--- src/rtl/alu_share_arb.sv ---
// alu_share_arb: two-port round-robin arbiter that time-shares one
// combinational execute ALU between the EX stage (port 0) and the
// secondary branch/debug issue path (port 1).
//
// Ports:
//   i_clk, i_rst            clock, asynchronous active-high reset
//   rN_i_valid/rN_o_ready   request handshake per port (ready is combinational)
//   rN_i_data_rs/rt/imm/funct/alu_src/pc   request payload
//   rN_o_valid/rN_i_ack     held response handshake per port
//   rN_o_value/pc/change_pc captured ALU results
//   o_alu_*                 registered operands driven onto the ALU
//   i_alu_value/pc/change_pc ALU results, sampled during EXEC
//   o_busy                  high while an operation is executing
//   o_grant_id              owner of the most recent grant
module alu_share_arb #(
  parameter int unsigned DWIDTH    = 32,
  parameter int unsigned IMM_WIDTH = 16,
  parameter int unsigned PC_WIDTH  = 32,
  parameter int unsigned FWIDTH    = 5
) (
  input  logic                 i_clk,
  input  logic                 i_rst,

  input  logic                 r0_i_valid,
  output logic                 r0_o_ready,
  input  logic [DWIDTH-1:0]    r0_i_data_rs,
  input  logic [DWIDTH-1:0]    r0_i_data_rt,
  input  logic [IMM_WIDTH-1:0] r0_i_imm,
  input  logic [FWIDTH-1:0]    r0_i_funct,
  input  logic                 r0_i_alu_src,
  input  logic [PC_WIDTH-1:0]  r0_i_pc,
  output logic                 r0_o_valid,
  input  logic                 r0_i_ack,
  output logic [DWIDTH-1:0]    r0_o_value,
  output logic [PC_WIDTH-1:0]  r0_o_pc,
  output logic                 r0_o_change_pc,

  input  logic                 r1_i_valid,
  output logic                 r1_o_ready,
  input  logic [DWIDTH-1:0]    r1_i_data_rs,
  input  logic [DWIDTH-1:0]    r1_i_data_rt,
  input  logic [IMM_WIDTH-1:0] r1_i_imm,
  input  logic [FWIDTH-1:0]    r1_i_funct,
  input  logic                 r1_i_alu_src,
  input  logic [PC_WIDTH-1:0]  r1_i_pc,
  output logic                 r1_o_valid,
  input  logic                 r1_i_ack,
  output logic [DWIDTH-1:0]    r1_o_value,
  output logic [PC_WIDTH-1:0]  r1_o_pc,
  output logic                 r1_o_change_pc,

  output logic [DWIDTH-1:0]    o_alu_rs,
  output logic [DWIDTH-1:0]    o_alu_rt,
  output logic [IMM_WIDTH-1:0] o_alu_imm,
  output logic [FWIDTH-1:0]    o_alu_funct,
  output logic                 o_alu_src,
  output logic [PC_WIDTH-1:0]  o_alu_pc,
  input  logic [DWIDTH-1:0]    i_alu_value,
  input  logic [PC_WIDTH-1:0]  i_alu_pc,
  input  logic                 i_alu_change_pc,

  output logic                 o_busy,
  output logic                 o_grant_id
);

  typedef enum logic {
    IDLE = 1'b0,
    EXEC = 1'b1
  } state_t;

  state_t state_q, state_d;
  logic   last_grant_q;
  logic   owner_q;
  logic   elig0, elig1;
  logic   win0, win1;
  logic   accept;

  // Arbitration and next-state: a slot freed by a same-cycle ack is reusable.
  always_comb begin
    elig0      = r0_i_valid & (~r0_o_valid | r0_i_ack);
    elig1      = r1_i_valid & (~r1_o_valid | r1_i_ack);
    // On a tie the port that was not granted last wins.
    win0       = elig0 & (~elig1 | last_grant_q);
    win1       = elig1 & (~elig0 | ~last_grant_q);
    r0_o_ready = (state_q == IDLE) & win0;
    r1_o_ready = (state_q == IDLE) & win1;
    accept     = r0_o_ready | r1_o_ready;
    state_d    = state_q;
    case (state_q)
      IDLE:    if (accept) state_d = EXEC;
      EXEC:    state_d = IDLE;
      default: state_d = IDLE;
    endcase
  end

  // State, grant history and ALU operand registers.
  always_ff @(posedge i_clk or posedge i_rst) begin
    if (i_rst) begin
      state_q      <= IDLE;
      last_grant_q <= 1'b1;
      owner_q      <= 1'b0;
      o_alu_rs     <= '0;
      o_alu_rt     <= '0;
      o_alu_imm    <= '0;
      o_alu_funct  <= '0;
      o_alu_src    <= 1'b0;
      o_alu_pc     <= '0;
    end else begin
      state_q <= state_d;
      if (accept) begin
        owner_q      <= r1_o_ready;
        last_grant_q <= r1_o_ready;
        o_alu_rs     <= r1_o_ready ? r1_i_data_rs : r0_i_data_rs;
        o_alu_rt     <= r1_o_ready ? r1_i_data_rt : r0_i_data_rt;
        o_alu_imm    <= r1_o_ready ? r1_i_imm     : r0_i_imm;
        o_alu_funct  <= r1_o_ready ? r1_i_funct   : r0_i_funct;
        o_alu_src    <= r1_o_ready ? r1_i_alu_src : r0_i_alu_src;
        o_alu_pc     <= r1_o_ready ? r1_i_pc      : r0_i_pc;
      end
    end
  end

  // Port 0 response: capture beats a coincident ack.
  always_ff @(posedge i_clk or posedge i_rst) begin
    if (i_rst) begin
      r0_o_valid     <= 1'b0;
      r0_o_value     <= '0;
      r0_o_pc        <= '0;
      r0_o_change_pc <= 1'b0;
    end else if ((state_q == EXEC) && !owner_q) begin
      r0_o_valid     <= 1'b1;
      r0_o_value     <= i_alu_value;
      r0_o_pc        <= i_alu_pc;
      r0_o_change_pc <= i_alu_change_pc;
    end else if (r0_i_ack) begin
      r0_o_valid <= 1'b0;
    end
  end

  // Port 1 response: capture beats a coincident ack.
  always_ff @(posedge i_clk or posedge i_rst) begin
    if (i_rst) begin
      r1_o_valid     <= 1'b0;
      r1_o_value     <= '0;
      r1_o_pc        <= '0;
      r1_o_change_pc <= 1'b0;
    end else if ((state_q == EXEC) && owner_q) begin
      r1_o_valid     <= 1'b1;
      r1_o_value     <= i_alu_value;
      r1_o_pc        <= i_alu_pc;
      r1_o_change_pc <= i_alu_change_pc;
    end else if (r1_i_ack) begin
      r1_o_valid <= 1'b0;
    end
  end

  assign o_busy     = (state_q == EXEC);
  assign o_grant_id = last_grant_q;

endmodule
--- config.mk ---
export PLATFORM = sky130hd
export DESIGN_NAME = alu_share_arb
export DESIGN_NICKNAME = d
export VERILOG_FILES = /design/src/rtl/alu_share_arb.sv
export SDC_FILE = /design/constraint.sdc
export NUM_CORES = 1
export LEC_CHECK = 0
export ABC_AREA = 1
export CAP_MARGIN = 0
export CORE_AREA = 10 10 209 211
export DETAILED_ROUTE_END_ITERATION = 8
export DIE_AREA = 0 0 219 221
export MAX_ROUTING_LAYER = met4
export PLACE_DENSITY = 0.69
export SYNTH_ARGS = -nofsm -noshare
export SYNTH_HDL_FRONTEND = slang
export SYNTH_SLANG_ARGS = --single-unit
--- constraint.sdc ---
create_clock -name i_clk -period 10.7 [get_ports i_clk]
set_input_delay 2.14 -clock i_clk [delete_from_list [all_inputs] [get_ports i_clk]]
set_output_delay 2.14 -clock i_clk [all_outputs]
set_load 0.01 [all_outputs]
==> results of run 1 <==
[cells in the final DEF, fill, tap and decap left out, types with 5 or more instances in the layout]
cell	n
nand3b_1	164
clkdlybuf4s50_1	560
dfrtp_1	252
nor2_1	164
inv_1	222
clkbuf_8	5
clkbuf_16	29
o21ai_0	130
nand2_1	407
diode_2	9
nand3_1	72
clkinv_2	11
buf_4	11
[area by class of cell]
cell class	count	area [um2]	share of cell area, %
multi-input combinational	948	4510	23.6
sequential	253	6330	33.2
inverter	227	860	4.51
timing repair buffer	571	5690	29.8
tap	525	657	3.45
clock inverter	18	200	1.05
clock buffer	36	802	4.21
antenna	9	22.5	0.118
[power breakdown]
group          internal, uW  switching [uW]  leakage, uW
Combinational          1270            1370      0.00563
Clock                   627             414     0.000504
Sequential             1440             255      0.00303
Total                  3340            2040      0.00916
[sequential cells by signal (all words and copies together), names as in the netlist, 5 cells and up]
| signal | flops |
|---|---|
| o_alu_funct | 5 |
| o_alu_imm | 16 |
| o_alu_pc | 32 |
| o_alu_rs | 32 |
| o_alu_rt | 32 |
| r0_o_pc | 32 |
| r0_o_value | 32 |
| r1_o_pc | 32 |
| r1_o_value | 32 |
[layer usage]
layer / share of wire (%) / GRT usage [%] / vias to the layer above / routed length, um
met3: 11 / 7.49 / 52 / 5330
met4: 1.6 / 4.26 / 0 / 809
met5: 0 / - / - / 0
li1: - / - / 5705 / -
met2: 48 / 32.8 / 476 / 24100
met1: 39 / 23.0 / 5615 / 19500
[cells by family after synthesis]
| kind of cell | Yosys count | share of synthesized area, % |
|---|---|---|
| and+or+nand+nor | 815 | 31.0 |
| buffers and inverters | 328 | 11.4 |
| DFF | 253 | 52.1 |
| AOI/OAI and AO/OA | 133 | 5.48 |
[worst min-delay path by stage]
stage                     slack (ns)            from              to  cells after the start
final                           0.48    o_alu_rt[19]    o_alu_rt[19]                      2
after global routing            0.50  r0_o_value[14]  r0_o_value[14]                      2
after CTS                       0.48     o_alu_pc[8]     o_alu_pc[8]                      2
after detailed placement        0.46     o_alu_pc[8]     o_alu_pc[8]                      2
after global placement          0.46     o_alu_rt[9]     o_alu_rt[9]                      2
after floorplan                 0.50      o_grant_id      o_grant_id                      2
[through the flow]
stage,instance area [um2],power (uW),std cells,setup WS (ns)
5_1_grt,19100,5750,2587,3.23
3_5_place_dp,18000,4380,2524,3.35
3_3_place_gp,18000,4330,2524,3.31
6_report,19100,5380,2587,3.37
4_1_cts,19000,5460,2578,3.34
2_1_floorplan,12200,2890,1529,1.60
[critical path: cells and delay by family]
family | cells | cell delay, ns
and+or+nand+nor | 4 | 0.92
buffers and inverters | 5 | 2.01
==> results.toml, run 1 <==
[run]
cap_violations = 0

[global_routing]
grt_pass1_vias = 11800
grt_pass1_wl_um = 74100
grt_max_degree = 134
antenna_found_initial = 9
grtUsageTotal_pct = 20.1
grt_overflow = 0

[drt]
detail_route.wl_per_cell_um = 19.3
drtIter0Drc = 810
drt-vias-per-instance = 4.58
drtAntennaViolNets = 0
drc = 0
wl_um = 49800
dr_total_vias = 11800
drtPass1Iterations = 6

[yosys]
yosys.area.top_type = "dfrtp_1"
yosysMostFrequentCell = "nand2_1"
postSynthAreaPerCell_um2 = 7.96
synth-edff-count = 0
synth_common_cells = "nand2_1 (409), dfrtp_1 (252), inv_1 (223)"
syn_nets = 1836
ys_seq_elements = 253
synthFlopType = "dfrtp_1"
synth_top_area_share_pct = 51.8
syn-cell-area_mm2 = 0.0122
yosysWarnings = 0
synth-async-reset-ratio_pct = 100
yosysSeqAreaShare_pct = 52.1
syn_inst = 1529
synth_cell_type_count = 18
synthTopCellsByArea = "dfrtp_1 (52%), nand2_1 (13%), nand3b_1 (10%)"

[cts]
h-tree-depth = 1
clkLatencyLatePin_ns = 0.56
post_cts_buffers = 0
cts_tree = "built"
clock-sinks = 253
clkSlewWorstSetupHoldPaths_ns = 0.06
clock-root-buffer = "clkbuf_16"
hold_buffers = 0
cts_resized = 0
clk_path_buf_depth = 3
numCtsBuffers = 29

[floorplanning]
dieArea_mm2 = 0.0484
die_w_um = 219
std_cell_rows = 73
start_util_pct = 30.8
core_area_mm2 = 0.0395
die_y_um = 221
ios = 561

[sta]
maxSlewHeadroom_pct = 27.2
worst_slew_pin_slew_ns = 1.09
worst_hold_slack_ns = 0.477
finalSetupViolCount = 0
slew_violations = 0
max_freq_mhz = 136
rsz0062_at_grt = "no"
min_period_over_period_pct = 68.5
hold_viol = 0
finalCriticalPeriod_ns = 7.33
finClkSkew_ns = 0.00733
tns_ns = 0

[critical_path]
crit_arrival_ns = 5.19
cpPeakStageDelay_ns = 0.71
cp_slowest_cell = "buf_4"
path_class = "in2out"
reg2reg_slack_ns = 7.76
end_kind = "output pin"
crit_required_ns = 8.56
startpoint = "r1_i_ack"
worstSetupStartpointType = "primary input"
crit_chain = "clkdlybuf4s50_1, inv_2, nand2_2, nand2_1, nor2_4, nand2_1, inv_2, buf_4, clkdlybuf4s50_1"
reg2reg_to = "o_alu_rt[16]"
crit_end = "r1_o_ready"
rr_worst_depth = 7
rr_startpoint = "o_busy"
critPathMaxFanout = 83

[final_layout]
nFillCells = 3857
drive_gt1_share_pct = 3.75
area_growth_pct = 56.7
post-route-util_pct = 48.3
nets = 2337

[outcome]
status = "finished, final reports clean"

[place]
dp_hpwl_um = 36300
gp_congestion = 0.844
place.port_buffers = 560

[pwr]
power.density_mw_per_mm2 = 282
p_leak_uw = 0.00916
worst_ir_drop_vdd_mv = 0.120

[hold_path]
min-delay-path-class = "reg2reg"
No activity file was read; power rests on OpenSTA's default activity.
==> inputs of run 2 (changes only) <==
==> constraint.sdc (replaced) <==
create_clock -name i_clk -period 7 [get_ports i_clk]
set_input_delay 1.4 -clock i_clk [delete_from_list [all_inputs] [get_ports i_clk]]
set_output_delay 1.4 -clock i_clk [all_outputs]
set_load 0.01 [all_outputs]
==> run 2 against run 1 <==
Net effect:
- clock power grew 79%
- largest power group unchanged
- register-to-register slack lost 3.9 ns
- global-route usage grew 0.32 points
- utilization grew 0.54 points
- via count is essentially flat
- die area is the same
- non-clock buffer count grew 2
- hold slack is essentially flat
==> results.toml, run 2 (synthesized netlist as in run 1, its figures left out) <==
[outcome]
status = "finished, final reports clean"

[floorplanning]
start_util_pct = 30.8
dieArea_mm2 = 0.0484
core_area_mm2 = 0.0395
die_y_um = 221
ios = 561
std_cell_rows = 73
die_w_um = 219

[place]
dp_hpwl_um = 36900
place.port_buffers = 560
gp_congestion = 0.830

[hold_path]
hold_path.startpoint = "o_alu_pc[12]"
whs_endpoint = "o_alu_pc[12]"
min-delay-path-class = "reg2reg"
holdPathStages = 2

[sta]
hold_viol = 0
worst_slew_pin_slew_ns = 1.22
rsz0062_at_grt = "no"
tns_ns = 0
finalCriticalPeriod_ns = 4.90
maxSlewHeadroom_pct = 18.7
worst_hold_slack_ns = 0.477
max_freq_mhz = 204
finalSetupViolCount = 0
slew_violations = 0
finClkSkew_ns = 0.0158
min_period_over_period_pct = 70.1

[cts]
clkSlewWorstSetupHoldPaths_ns = 0.06
clock-root-buffer = "clkbuf_16"
clkLatencyLatePin_ns = 0.58
cts_tree = "built"
h-tree-depth = 1
post_cts_buffers = 0
numCtsBuffers = 30
clock-sinks = 253
hold_buffers = 0
cts_resized = 0
clk_path_buf_depth = 3

[final_layout]
nFillCells = 3769
final_cell_mix = "clkdlybuf4s50_1 (560), nand2_1 (407), dfrtp_1 (252)"
area_growth_pct = 58.5
drive_gt1_share_pct = 3.89
nets = 2340
layout_commonest_cell = "clkdlybuf4s50_1"

[critical_path]
crit_required_ns = 5.60
critPathMaxFanout = 39
reg2reg_slack_ns = 3.87
path_class = "in2out"
rr_startpoint = "o_busy"
crit_arrival_ns = 3.50
rr_worst_depth = 8
worstSetupStartpointType = "primary input"
reg2reg_to = "o_alu_rs[29]"
end_kind = "output pin"

[drt]
drtIter0Drc = 803
drc = 0
detail_route.wl_per_cell_um = 19.5
drt-vias-per-instance = 4.57
drtPass1Iterations = 5
dr_total_vias = 11800
drtAntennaViolNets = 0
wl_um = 50500

[pwr]
power_uw = 8520
p_leak_uw = 0.00923
worst_ir_drop_vdd_mv = 0.207
power.density_mw_per_mm2 = 442

[global_routing]
grtUsageTotal_pct = 20.4
grt_pass1_vias = 12000
antenna_found_initial = 11
grt_overflow = 0
grt_pass1_wl_um = 74800
grt_max_degree = 156

[run]
cap_violations = 0
==> run 2: cell type report <==
class	instances	area, um2	area share, %
Timing Repair Buffer	573	5720	29.6
Clock buffer	37	817	4.24
Sequential cell	253	6330	32.8
Tap cell	525	657	3.41
Inverter	227	856	4.44
Antenna cell	11	27.5	0.143
Multi-Input combinational cell	948	4510	23.4
Clock inverter	19	370	1.92
==> run 2: stage by stage <==
stage	utilization [%]	instances	setup slack [ns]	instance area (um2)
after floorplan	-	1529	2.27	12200
after global placement	45.8	2526	2.07	18100
after detailed placement	45.8	2526	2.06	18100
after CTS	48.8	2582	2.06	19300
after global routing	48.9	2593	1.99	19300
final	48.9	2593	2.10	19300
==> run 2: routing by layer <==
layer	GRT usage, %	part of all wire [%]
met2	32.8	48
met5	-	0
met4	5.48	2.2
met3	7.08	10
met1	23.7	40
==> run 2: worst max path at each step <==
stage,start,end,slack (ns),cells past startpoint
after CTS,r0_i_ack,r1_o_ready,2.06,8
final,r0_i_ack,r1_o_ready,2.10,8
after global routing,r0_i_ack,r1_o_ready,1.99,8
after detailed placement,r0_i_ack,r1_o_ready,2.06,8
after global placement,r0_i_ack,r1_o_ready,2.07,8
after floorplan,i_rst,o_alu_funct[0],2.27,1
==> run 2: report_power, final <==
part / internal [uW] / switching, uW / leakage [uW] / total [uW]
combinational: 1950 / 2100 / 0.00564 / 4060
sequential: 2200 / 399 / 0.00303 / 2600
clock: 1200 / 667 / 0.000567 / 1860
==> run 2: worst max-delay path: stages <==
cell	delay (ns)
clkdlybuf4s50_1	0.45
inv_1	0.04
nand2_1	0.18
nand3_4	0.24
nand2_1	0.15
buf_4	0.40
inv_2	0.07
clkdlybuf4s50_1	0.53
==> inputs of run 3 (changes only) <==
--- a/config.mk
+++ b/config.mk
@@ -7,11 +7,11 @@
 export LEC_CHECK = 0
 export ABC_AREA = 1
 export CAP_MARGIN = 0
-export CORE_AREA = 10 10 209 211
+export CORE_AREA = 10 10 207 209
 export DETAILED_ROUTE_END_ITERATION = 8
-export DIE_AREA = 0 0 219 221
+export DIE_AREA = 0 0 217 219
 export MAX_ROUTING_LAYER = met4
-export PLACE_DENSITY = 0.69
+export PLACE_DENSITY = 0.72
 export SYNTH_ARGS = -nofsm -noshare
 export SYNTH_HDL_FRONTEND = slang
 export SYNTH_SLANG_ARGS = --single-unit
==> constraint.sdc (replaced) <==
create_clock -name i_clk -period 4.29 [get_ports i_clk]
set_input_delay 0.858 -clock i_clk [delete_from_list [all_inputs] [get_ports i_clk]]
set_output_delay 0.858 -clock i_clk [all_outputs]
set_load 0.01 [all_outputs]
==> run 3 against run 2 <==
Net effect:
- clock power is 33% higher
- largest power group unchanged
- die area is 1.8% lower
- wire length fell by 1.9%
- utilization grew 0.57 points
- total power increased by 56%
- flip-flop and latch count unchanged
==> results.toml, run 3 (synthesized netlist as in run 1, its figures left out) <==
[floorplanning]
die_w_um = 217
ios = 561
die_y_um = 219
dieArea_mm2 = 0.0475
start_util_pct = 31.6
std_cell_rows = 72
core_area_mm2 = 0.0386

[sta]
finalSetupViolCount = 0
hold_viol = 0
worst_slew_pin_slew_ns = 0.999
tns_ns = 0
maxSlewHeadroom_pct = 33.4
max_freq_mhz = 300
finClkSkew_ns = 0.0160
finalCriticalPeriod_ns = 3.33
rsz0062_at_grt = "no"
slew_violations = 0
min_period_over_period_pct = 77.7

[run]
cap_violations = 0

[cts]
cts_tree = "built"
cts_resized = 0
clk_path_buf_depth = 3
h-tree-depth = 1
hold_buffers = 0
post_cts_buffers = 0
clock-root-buffer = "clkbuf_16"
clkSlewWorstSetupHoldPaths_ns = 0.06
clkLatencyLatePin_ns = 0.56
clock-sinks = 253
numCtsBuffers = 29

[critical_path]
path_class = "in2out"
reg2reg_to = "o_alu_funct[3]"
rr_startpoint = "r1_o_valid"
rr_worst_depth = 8
crit_required_ns = 3.43
end_kind = "output pin"
reg2reg_slack_ns = 1.76
critPathMaxFanout = 4
worstSetupStartpointType = "primary input"
crit_arrival_ns = 2.48

[drt]
drt-vias-per-instance = 4.61
drtIter0Drc = 784
drtAntennaViolNets = 0
dr_total_vias = 11900
drc = 0
wl_um = 49600
detail_route.wl_per_cell_um = 19.2
drtPass1Iterations = 5

[outcome]
status = "finished, final reports clean"

[final_layout]
final_area_mm2 = 0.0191
drive_gt1_share_pct = 3.65
layout_commonest_cell = "clkdlybuf4s50_1"
final_cell_mix = "clkdlybuf4s50_1 (560), nand2_1 (407), dfrtp_1 (252)"
area_growth_pct = 56.7
post-route-util_pct = 49.4
nets = 2344
instances_no_fill = 2582

[global_routing]
grt_max_degree = 91
grtUsageTotal_pct = 20.5
grt_overflow = 0
grt_pass1_vias = 12000
grt_pass1_wl_um = 74500
antenna_found_initial = 5

[place]
place.port_buffers = 560
placed_area_mm2 = 0.0181
dp_hpwl_um = 36700
dpl.cell_count = 2524
gp_congestion = 0.903

[pwr]
power.density_mw_per_mm2 = 699
worst_ir_drop_vdd_mv = 0.318
p_leak_uw = 0.00915

[hold_path]
min-delay-path-class = "reg2reg"
hold_path.startpoint = "r1_o_value[23]"
holdPathStages = 2
whs_endpoint = "r1_o_value[23]"
[run 3: worst max-delay path by stage]
| stage | startpoint | end | slack (ns) |
|---|---|---|---|
| after floorplan | i_rst | o_alu_funct[0] | 0.10 |
| after global placement | r1_i_ack | o_alu_pc[14] | 0.83 |
| after detailed placement | r1_i_ack | o_alu_rs[20] | 0.83 |
| after CTS | r1_i_ack | r1_o_ready | 0.90 |
| after global routing | r1_i_ack | r1_o_ready | 0.81 |
| final | r1_i_ack | r1_o_ready | 0.96 |
[run 3: layout make-up]
type	instances	area, um2
fill	3655	19500
sequential	253	6330
clock buffer	43	838
clock inverter	8	97.6
timing repair buffer	578	5770
antenna	7	17.5
tap	518	648
multi-input combinational	948	4510
inverter	227	856
[run 3: routing by layer]
metal | up-vias | GRT usage (%) | share of wire [%]
met5 | - | - | 0
met4 | 0 | 5.27 | 2.2
met3 | 64 | 7.47 | 10
met2 | 492 | 33.3 | 48
met1 | 5644 | 23.6 | 39
li1 | 5712 | - | -
[run 3: worst max-delay path, stage by stage]
cell	delay (ns)
clkdlybuf4s50_1	0.48
inv_2	0.04
nand2_2	0.10
nand2_1	0.10
nor2_4	0.09
nand2_1	0.12
inv_2	0.08
clkdlybuf4s50_1	0.62
[run 3: where the power goes]
group	switching (uW)	internal, uW	leakage [uW]
clock network	1010	1460	0.000463
logic	3420	3190	0.00566
registers	653	3590	0.00303
total	5080	8250	0.00915
[run 3: stage by stage]
step / setup WS, ns / hold slack, ns / power [uW]
2_1_floorplan: 0.103 / 0.499 / 7220
3_3_place_gp: 0.834 / 0.461 / 10800
5_1_grt: 0.807 / 0.505 / 14200
4_1_cts: 0.900 / 0.482 / 13500
6_report: 0.955 / 0.478 / 13300
3_5_place_dp: 0.833 / 0.465 / 10900
